$ cat src/rtl/imem_loader_pkg.sv
// imem_loader_pkg: shared states and byte-packing constants for the boot loader
package imem_loader_pkg;
  typedef enum logic [2:0] {HDR, DATA, WRITE, DONE, ERR} state_t;
  localparam int WORD_BYTES = 4;
  localparam int HDR_BYTES = 4;
  localparam int IDX_W = $clog2(WORD_BYTES);
endpackage

$ cat src/rtl/imem_boot_loader_byte_packer.sv
// byte_packer: assembles four little-endian bytes into a 32-bit word
module byte_packer
  import imem_loader_pkg::*;
(
  input  logic        clk,
  input  logic        rst,
  input  logic        clear,
  input  logic        en,
  input  logic [7:0]  data,
  output logic [31:0] word,
  output logic        word_valid
);
  logic [IDX_W-1:0] idx;
  logic [31:0] buffer;
  // word already carries the byte being accepted, so the 4th byte completes it this cycle
  always_comb begin
    word = {idx == 2'd3 ? data : buffer[31:24],
            idx == 2'd2 ? data : buffer[23:16],
            idx == 2'd1 ? data : buffer[15:8],
            idx == 2'd0 ? data : buffer[7:0]};
    word_valid = en && idx == 2'd3;
  end
  always_ff @(posedge clk or posedge rst) begin
    if (rst) begin
      idx <= '0;
      buffer <= '0;
    end else if (clear) begin
      idx <= '0;
      buffer <= '0;
    end else if (en) begin
      idx <= idx + 1'b1;
      buffer <= word;
    end
  end
endmodule

$ cat src/rtl/imem_boot_loader.sv
// imem_boot_loader: loads a byte-streamed program into instruction memory, then hands
// the memory address port to the CPU fetch path
module imem_boot_loader
  import imem_loader_pkg::*;
#(
  parameter int DEPTH_WORDS = 256,
  parameter int ADDR_W = 64,
  parameter logic [ADDR_W-1:0] BASE_ADDR = '0
) (
  input  logic              clk,
  input  logic              rst,
  input  logic              in_valid,
  input  logic [7:0]        in_data,
  output logic              in_ready,
  input  logic              reload,
  input  logic [ADDR_W-1:0] cpu_pc,
  output logic [ADDR_W-1:0] imem_addr,
  output logic              mem_we,
  output logic [31:0]       mem_wdata,
  output logic              cpu_stall,
  output logic              done,
  output logic              error,
  output logic [ADDR_W-1:0] words_loaded
);
  state_t state;
  logic [ADDR_W-1:0] load_addr;
  logic [31:0] remaining, word;
  logic word_valid, fire;
  assign in_ready = state == HDR || state == DATA;
  assign fire = in_valid && in_ready;
  assign imem_addr = state == DONE ? cpu_pc : load_addr;
  byte_packer u_pack (
    .clk(clk),
    .rst(rst),
    .clear(state == DONE && reload),
    .en(fire),
    .data(in_data),
    .word(word),
    .word_valid(word_valid)
  );
  always_ff @(posedge clk or posedge rst) begin
    if (rst) begin
      state <= HDR;
      mem_we <= 1'b0;
      mem_wdata <= '0;
      load_addr <= BASE_ADDR;
      remaining <= '0;
      words_loaded <= '0;
      cpu_stall <= 1'b1;
      done <= 1'b0;
      error <= 1'b0;
    end else begin
      mem_we <= 1'b0;
      case (state)
        HDR: if (word_valid) begin
          if (word == '0) begin
            state <= DONE;
            cpu_stall <= 1'b0;
            done <= 1'b1;
          end else if (word > 32'(DEPTH_WORDS)) begin
            state <= ERR;
            error <= 1'b1;
          end else begin
            state <= DATA;
            remaining <= word;
          end
        end
        DATA: if (word_valid) begin
          state <= WRITE;
          mem_we <= 1'b1;
          mem_wdata <= word;
        end
        WRITE: begin
          load_addr <= load_addr + ADDR_W'(4);
          words_loaded <= words_loaded + ADDR_W'(1);
          remaining <= remaining - 32'd1;
          state <= remaining == 32'd1 ? DONE : DATA;
          cpu_stall <= remaining != 32'd1;
          done <= remaining == 32'd1;
        end
        DONE: if (reload) begin
          state <= HDR;
          cpu_stall <= 1'b1;
          done <= 1'b0;
          load_addr <= BASE_ADDR;
          words_loaded <= '0;
        end
        ERR: state <= ERR;
        default: state <= HDR;
      endcase
    end
  end
endmodule

$ cat config.mk
export PLATFORM = sky130hd
export DESIGN_NAME = imem_boot_loader
export DESIGN_NICKNAME = d
export VERILOG_FILES = /design/src/rtl/imem_loader_pkg.sv /design/src/rtl/imem_boot_loader_byte_packer.sv /design/src/rtl/imem_boot_loader.sv
export SDC_FILE = /design/constraint.sdc
export NUM_CORES = 1
export LEC_CHECK = 0
export ABC_CLOCK_PERIOD_IN_PS = 7800
export BUFFER_PORTS_ARGS = -buffer_cell sky130_fd_sc_hd__buf_2
export CAP_MARGIN = 20
export CORE_MARGIN = 1.5
export CORE_UTILIZATION = 35
export CTS_CLUSTER_DIAMETER = 200
export DETAILED_ROUTE_END_ITERATION = 8
export PLACE_DENSITY = 0.69
export SLEW_MARGIN = 20
export SYNTH_ARGS = -nofsm -noshare
export SYNTH_HDL_FRONTEND = slang
export SYNTH_SLANG_ARGS = --single-unit
$ cat constraint.sdc
create_clock -name clk -period 7.8 [get_ports clk]
set_clock_uncertainty 0.2 [all_clocks]
set_input_delay 1.17 -clock clk [delete_from_list [all_inputs] [get_ports clk]]
set_output_delay 1.17 -clock clk [all_outputs]
set_load 0.005 [all_outputs]
# [Word level (Yosys, flattened, before mapping)]
# Index checks and enable logic that the tools add are counted.
# Widths: inputs -> output; s select.
[word_totals] reg_bits=233 latch_bits=0 ramBits=0 romBits=0 in_bits=76 output_inout_bits=165 wordCells=82 n_memories=0
[op_classes] add_sub_neg=4 mul=0 n_div=0 magnitude_cmp=1 n_eq_ne=15 shifts=0 n_mux=33 bitwise=1 n_reduce_logical=17
[ops] operator="$pmux 64 s2" n=2
[ops] operator="$mux 32" n=5
[ops] operator="$mux 64" n=2
[ops] operator="$add 64x1->64 const B" n=1
[ops] operator="$add 64x3->64 const B" n=1
[ops] operator="$pmux 32 s2" n=1
[ops] operator="$eq 32x1->1 const B" n=1
[ops] operator="$gt 32x9->1 const B" n=1
[ops] operator="$logic_not 32->1" n=1
[ops] operator="$mux 8" n=4
[ops] operator="$ne 32x1->1 const B" n=1
[ops] operator="$sub 32x1->32 const B" n=1
[ops] operator="$mux 3" n=5
[ops] operator="$pmux 3 s5" n=1
[ops] operator="$reduce_and 4->1" n=3
[ops] operator="$mux 1" n=8
[ops] operator="$eq 3x2->1 const B" n=2
[ops] operator="$mux 2" n=3
[ops] operator="$ne 2x1->1 const B" n=3
[ops] operator="$ne 2x2->1 const B" n=3
[ops] operator="$pmux 1 s3" n=2
[ops] operator="$reduce_bool 2->1" n=3
[ops] operator="$eq 2x2->1 const B" n=2
[ops] operator="$reduce_and 2->1" n=2
[ops] operator="11 further kinds" n=13

# [Logic depth before layout (Yosys ltp)]
# Gate-level depths: netlist of run 1.
[depth] depth_word=7 depth_mapped=10 depth_no_buf=8

# [Hierarchy]
# From an unflattened synthesis of run 1, not the netlist that was laid out.
[unflattened] hier_cells=1353 hier_area_um2=13150.1
[modules_own_cells] module="imem_boot_loader" instances=1 cells_each=1188 area_per_inst_um2=11168.2
[modules_own_cells] module="byte_packer" instances=1 cells_each=165 area_per_inst_um2=1981.9

# [Worst setup path after synthesis of run 1]
# Ideal clock, no wire load.
[synth_timing] path_kind="register to output" startpoint="reg state[2]" endpoint="out imem_addr[54]" t_arrival_ns=2.236 required_ns=6.430 path_slack_ns=4.194 path_stages_with_launch=9 path_buffers=5 path_cell_list="dfrtp_1 clkbuf_1 nor2b_1 clkbuf_1 and2_1 clkbuf_1 clkbuf_1 buf_1 mux2_2"
[synth_between] elab_chain_len=2
[synth_rtl] element="start: declaration" line="imem_boot_loader.sv:25" text="state_t state;"
[synth_rtl] element="start signal: assignment" line="imem_boot_loader.sv:77" text="state <= remaining == 32'd1 ? DONE : DATA;"
[synth_rtl] element="$eq 3x2->1" line="imem_boot_loader.sv:31" text="assign imem_addr = state == DONE ? cpu_pc : load_addr;"
[synth_rtl] element="$mux 64" line="imem_boot_loader.sv:31"
[synth_rtl] element="end: declaration" line="imem_boot_loader.sv:17" text="output logic [ADDR_W-1:0] imem_addr,"
# No other way between the ends.

# [Final worst setup path of run 1]
[layout_timing] startpoint="reg state[1]" endpoint="out imem_addr[6]"
# Same word-level chain as after synthesis.

==> impl_metrics.env, run 1 <==
export IMPL_status="completed"
export IMPL_synth_flop_cell="dfrtp_1"
export IMPL_reg2reg_depth=8
export IMPL_synth_async_sr_flop_share_pct=100
export IMPL_fin_cells=2046
export IMPL_initial_core_util_pct=35.5
export IMPL_vdd_ir_drop_max_uv=209
export IMPL_synth_edf_count=0
export IMPL_cp_start_kind="flip-flop"
export IMPL_num_antenna_cells=0
export IMPL_path_common_cell="buf_4"
export IMPL_die_h_um=193
export IMPL_path_buf_inv=4
export IMPL_mostFrequentLayoutCells="buf_2 (240), dfrtp_1 (230), nor2_1 (186)"
export IMPL_pin_count=241
export IMPL_cts_buffers=29
export IMPL_fin_area_um2=15100
export IMPL_vias_per_cell=5.34
export IMPL_grt_pass1_vias=10100
export IMPL_seqPwrFrac_pct=43.5
export IMPL_vias=10900
export IMPL_post_drt_wl_per_cell_um=17.1
export IMPL_max_cap_violations=0
export IMPL_drtIter0Drc=865
export IMPL_worstSetupStartpoint="state[1]"
export IMPL_postCtsSetupBuffers=0
export IMPL_rsz0062_at_grt="no"
export IMPL_slew_violations=0
export IMPL_finalHoldViolations=0
export IMPL_path_clk_slew_ps=60
export IMPL_cp_max_fo=66
export IMPL_cts_root_buf="clkbuf_16"
export IMPL_die_w_um=193
export IMPL_layout_commonest_cell="buf_2"
export IMPL_worstSetupPathType="reg2out"
export IMPL_cts_hold_buffers_added=0
export IMPL_period_share_pct=55.6
export IMPL_synth_area_leaders="dfrtp_1 (46%), mux2_2 (6.1%), nor2_1 (5.6%)"
export IMPL_critPathSlowestCell="buf_4"
export IMPL_rrSetupSlack_ps=4060
export IMPL_grt_overflow=0
export IMPL_combinationalPowerShare_pct=24.9
export IMPL_synthesis_area_um2=12600
export IMPL_min_period_ps=4340
export IMPL_cts_resized=0
export IMPL_htree_levels=1
export IMPL_row_count=69
export IMPL_synth_warnings=0
export IMPL_nets=1647
export IMPL_place_congestion=0.881
export IMPL_grt_usage_pct=18.4
export IMPL_fmax_mhz=230
export IMPL_clock_sinks=231
export IMPL_power_switching_uw=1400
export IMPL_r2r_start="u_pack.idx[1]"
export IMPL_first_pass_iters=5
export IMPL_worstPathRequired_ps=6430
export IMPL_clock_latency_ps=540
export IMPL_yosysSeqAreaShare_pct=45.9
export IMPL_drc_errors=0
export IMPL_crit_chain="buf_4 > nor2b_1 > buf_4 > and2_2 > buf_4 > mux2_2 > buf_2"
export IMPL_clkPwrFrac_pct=31.6
export IMPL_cts_tree="done"
export IMPL_portBuffers=240
export IMPL_coreArea_um2=35500
export IMPL_path_delay_family="buffers and inverters"
export IMPL_dp_hpwl_um=24200
export IMPL_syn_nets=1447
export IMPL_area_delta_synth_final_pct=20.2
export IMPL_power_internal_uw=2810
export IMPL_cpPeakStageDelay_ps=630
export IMPL_finalPower_uw=4200
export IMPL_yosys_register_bits=231
export IMPL_drive_above_1_share_pct=24.8
export IMPL_powerDensity_nw_per_um2=278
export IMPL_crit_arrival_ps=2970
export IMPL_r2r_end="remaining[22]"
export IMPL_p_leak_uw=0.00684
export IMPL_cp_end_kind="primary output"
export IMPL_synth_avg_cell_area_um2=9.24
export IMPL_ys_types=57
export IMPL_hp_class="reg2reg"
export IMPL_final_setup_viol_count=0
export IMPL_ant_nets=0
export IMPL_worst_pin_slew_ps=1020
export IMPL_power_switching_share_pct=33.2
export IMPL_wl_um=35000
export IMPL_dieArea_um2=37100
export IMPL_crit_end="imem_addr[6]"
export IMPL_grt_start_max_net_pins=91
export IMPL_synth_top_cell_by_area="dfrtp_1"
export IMPL_slew_headroom_pct=32.1
export IMPL_cts_buffer_depth=3
export IMPL_grt_antenna_before_repair=0
export IMPL_path_depth=7
export IMPL_place_inst=1993
export IMPL_tns_ps=0
export IMPL_syn_inst=1363
export IMPL_placed_area_um2=14200
export IMPL_grt_pass1_wl_um=55000
export IMPL_synth_top_cell_area_share_pct=45.7
-- flip-flops by register name, indices dropped and copies added, names as in the netlist --
name           count
words_loaded      64
mem_wdata         32
mem_we             1
done               1
remaining         32
load_addr         62
state              3
error              1
u_pack.idx         2
u_pack.buffer     32
cpu_stall          1
-- how the worst min path moves through the flow --
stage | endpoint | cells after the start | slack (ps) | from
floorplan | remaining[27] | 1 | 240 | remaining[27]
global placement | error | 1 | 260 | error
detailed placement | error | 1 | 260 | error
CTS | error | 1 | 270 | error
global route | error | 1 | 290 | error
finish | error | 1 | 270 | error
-- final cells by class --
type | count | area, µm²
tap | 461 | 577
clock inverter | 11 | 93.8
sequential | 231 | 5780
fill | 3433 | 20400
multi-input combinational | 1014 | 6380
inverter | 35 | 139
timing repair buffer | 252 | 1290
clock buffer | 42 | 865
-- power by group through the flow --
| stage | combinational (µW) | sequential, µW | clock, µW |
|---|---|---|---|
| 2_1_floorplan | 640 | 1780 | 0 |
| 3_3_place_gp | 1030 | 1830 | 0 |
| 3_5_place_dp | 1050 | 1840 | 0 |
| 4_1_cts | 1050 | 1830 | 1360 |
| 5_1_grt | 1170 | 1880 | 1420 |
| 6_report | 1040 | 1830 | 1330 |
-- metal layers --
metal / vias to the layer above / wire length, µm / track usage [%]
met1: 5319 / 15600 / 25.2
met4: 0 / 687 / 4.32
li1: 5228 / - / -
met2: 338 / 16600 / 30.6
met3: 46 / 2140 / 2.64
met5: - / 0 / 0
-- Yosys cell counts, types with 5 or more instances --
cell type,number
dfrtp_1,230
nor2_1,187
nand2_1,116
a21oi_1,77
mux2_2,68
nand3_1,67
xnor2_1,60
clkbuf_1,59
nor3_1,59
xor2_1,48
nand4_1,45
mux2i_1,42
inv_1,35
o21ai_0,33
nor4_1,30
and3_1,25
and4_1,16
buf_1,15
a31oi_1,14
or4_1,13
and2_1,12
or3_1,12
buf_2,8
ha_1,8
nor3b_1,8
o2bb2ai_1,6
a22o_1,5
o211ai_1,5
-- stage by stage --
stage               util (%)  setup WS, ps  hold slack, ps
floorplan                  -          98.7             242
global placement        39.9          3770             257
detailed placement      39.9          3700             260
CTS                     42.6          3420             275
global route            42.6          3280             292
finish                  42.6          3460             271
-- kinds of logic after synthesis --
| group | after synthesis | synth area share, % |
|---|---|---|
| AND/OR/NAND/NOR | 614 | 24.4 |
| flip-flops | 231 | 45.9 |
| buffers and inverters | 118 | 3.61 |
| AO/OA/AOI/OAI | 174 | 8.37 |
| XOR/XNOR | 108 | 7.51 |
| multiplexers | 110 | 9.42 |
| adder cells (fa/ha/maj) | 8 | 0.795 |
Note: power is estimated with default switching activity, not from simulation.
==> run 2, diff against run 1 <==
ABC_CLOCK_PERIOD_IN_PS = 4400   (was 7800)
PLACE_DENSITY = 0.67   (was 0.69)
clock period = 4.4 ns   (was 7.8 ns; I/O delays follow)
==> run 2 against run 1 <==
  * First-iteration DRC count decreased by 4.9%
  * Critical path depth decreased by 1
  * Die area unchanged
  * Clock power increased by 82%
  * Highest routed layer unchanged
==> impl_metrics.env, run 2 (synthesis gave the netlist of run 1 again) <==
export IMPL_worstSetupPathType="reg2out"
export IMPL_rsz0062_at_grt="no"
export IMPL_slew_headroom_pct=38.3
export IMPL_p_leak_uw=0.00689
export IMPL_cp_start_kind="flip-flop"
export IMPL_finalHoldViolations=0
export IMPL_layout_commonest_cell="buf_2"
export IMPL_portBuffers=240
export IMPL_powerDensity_nw_per_um2=492
export IMPL_clock_sinks=231
export IMPL_crit_arrival_ps=2870
export IMPL_fill_cells=3400
export IMPL_cts_root_buf="clkbuf_16"
export IMPL_grt_start_max_net_pins=91
export IMPL_final_setup_viol_count=0
export IMPL_combinationalPowerShare_pct=24.8
export IMPL_vdd_ir_drop_max_uv=357
export IMPL_die_w_um=193
export IMPL_critPathSlowestCell="nor2b_1"
export IMPL_nets=1657
export IMPL_drtIter0Drc=823
export IMPL_worst_pin_slew_ps=925
export IMPL_grt_usage_pct=18.7
export IMPL_power_internal_uw=5010
export IMPL_first_pass_iters=5
export IMPL_pre_cts_ws_ps=945
export IMPL_reg_top3="words_loaded (64), load_addr (62)"
export IMPL_drc_errors=0
export IMPL_grt_overflow=0
export IMPL_die_h_um=193
export IMPL_hp_class="in2async"
export IMPL_largest_register_ffs=64
export IMPL_period_share_pct=84.9
export IMPL_path_buf_inv=3
export IMPL_min_period_ps=3730
export IMPL_cp_end_kind="primary output"
export IMPL_cts_buffers=28
export IMPL_dieArea_um2=37100
export IMPL_worstPathRequired_ps=3540
export IMPL_mostFrequentLayoutCells="buf_2 (240), dfrtp_1 (230), nor2_1 (186)"
export IMPL_fmax_mhz=268
export IMPL_clkPwrFrac_pct=32.2
export IMPL_clock_latency_ps=550
export IMPL_vias_per_cell=5.37
export IMPL_holdWs_ps=111
export IMPL_path_common_cell="buf_4"
export IMPL_power_switching_share_pct=33.3
export IMPL_grt_pass1_vias=10400
export IMPL_path_clk_slew_ps=70
export IMPL_area_delta_synth_final_pct=21.3
export IMPL_wl_um=35100
export IMPL_top_register="words_loaded"
export IMPL_row_count=69
export IMPL_postCtsSetupBuffers=0
export IMPL_grt_antenna_before_repair=0
export IMPL_ant_nets=0
export IMPL_htree_levels=1
export IMPL_num_antenna_cells=0
export IMPL_cpPeakStageDelay_ps=450
export IMPL_seqPwrFrac_pct=42.9
export IMPL_place_congestion=0.855
export IMPL_cts_hold_buffers_added=0
export IMPL_cts_tree="done"
export IMPL_cp_max_fo=26
export IMPL_pin_count=241
export IMPL_status="completed"
export IMPL_cts_buffer_depth=3
export IMPL_coreArea_um2=35500
export IMPL_dp_hpwl_um=24800
export IMPL_drive_above_1_share_pct=25.5
export IMPL_initial_core_util_pct=35.5
export IMPL_cts_resized=0
export IMPL_grt_pass1_wl_um=55600
export IMPL_setup_slack_ps=666
export IMPL_tns_ps=0
export IMPL_path_delay_family="simple AND/OR/NAND/NOR gates"
export IMPL_vias=11000
export IMPL_power_switching_uw=2500
export IMPL_post_drt_wl_per_cell_um=17.1
export IMPL_max_cap_violations=0
export IMPL_slew_violations=0
export IMPL_crit_chain="buf_4 > nor2b_1 > and2_2 > buf_4 > mux2_2 > buf_2"
-- run 2: changes by cell type in the layout (fill, tap and decap cells not counted), sizes merged --
cell	change
buf	+11
clkinvlp	+4
clkinv	-1
clkbuf	-6
bufinv	+1
inv	+1
-- run 2: area by class of cell --
class                      count  area (µm²)  area share [%]
tap                          461         577            3.78
timing repair buffer         263        1420            9.32
multi-input combinational   1014        6370            41.7
inverter                      35         135           0.885
clock buffer                  36         822            5.38
clock inverter                16         163            1.06
sequential                   231        5780            37.9
-- run 2: path summary, 6_finish.rpt --
kind                                from                 to  slack, ps  cells past startpoint
min in group clk              in_data[2]  u_pack.buffer[18]        260                      3
hold / removal                       rst      load_addr[14]        110                      2
hold reg to reg            remaining[29]      remaining[29]        280                      1
max in group asynchronous            rst          cpu_stall       2840                      3
setup / recovery                state[1]      imem_addr[25]        670                      6
setup reg to reg           u_pack.idx[1]      remaining[31]       1040                      9
-- run 2: metrics by stage --
step	util (%)	power (µW)	instance area (µm²)	std cells
floorplan	-	4280	12600	1363
global placement	40.3	5050	14300	2004
detailed placement	40.3	5110	14300	2004
CTS	43.0	7570	15300	2056
global route	43.0	7960	15300	2056
finish	43.0	7510	15300	2056
-- run 2: power groups by stage --
stage,clock network [µW],logic [µW],registers [µW]
after global routing,2550,2100,3300
final,2420,1870,3220
after detailed placement,0,1870,3240
after floorplan,0,1130,3150
after global placement,0,1820,3230
after CTS,2480,1880,3210
-- run 2: worst register-to-register path: stages, from the launching register on --
cell	delay, ps
dfrtp_1	400
inv_1	110
ha_1	610
mux2_2	480
a211o_1	240
nand4_1	260
and3_1	290
a21oi_1	90
buf_4	240
a211o_1	320
-- run 2: routing by layer --
layer	GRT usage, %	vias to the layer above	wire length, µm
li1	-	5239	-
met1	25.1	5370	15300
met2	31.5	396	16600
met3	2.89	44	2580
met4	4.23	0	596
met5	0	-	0
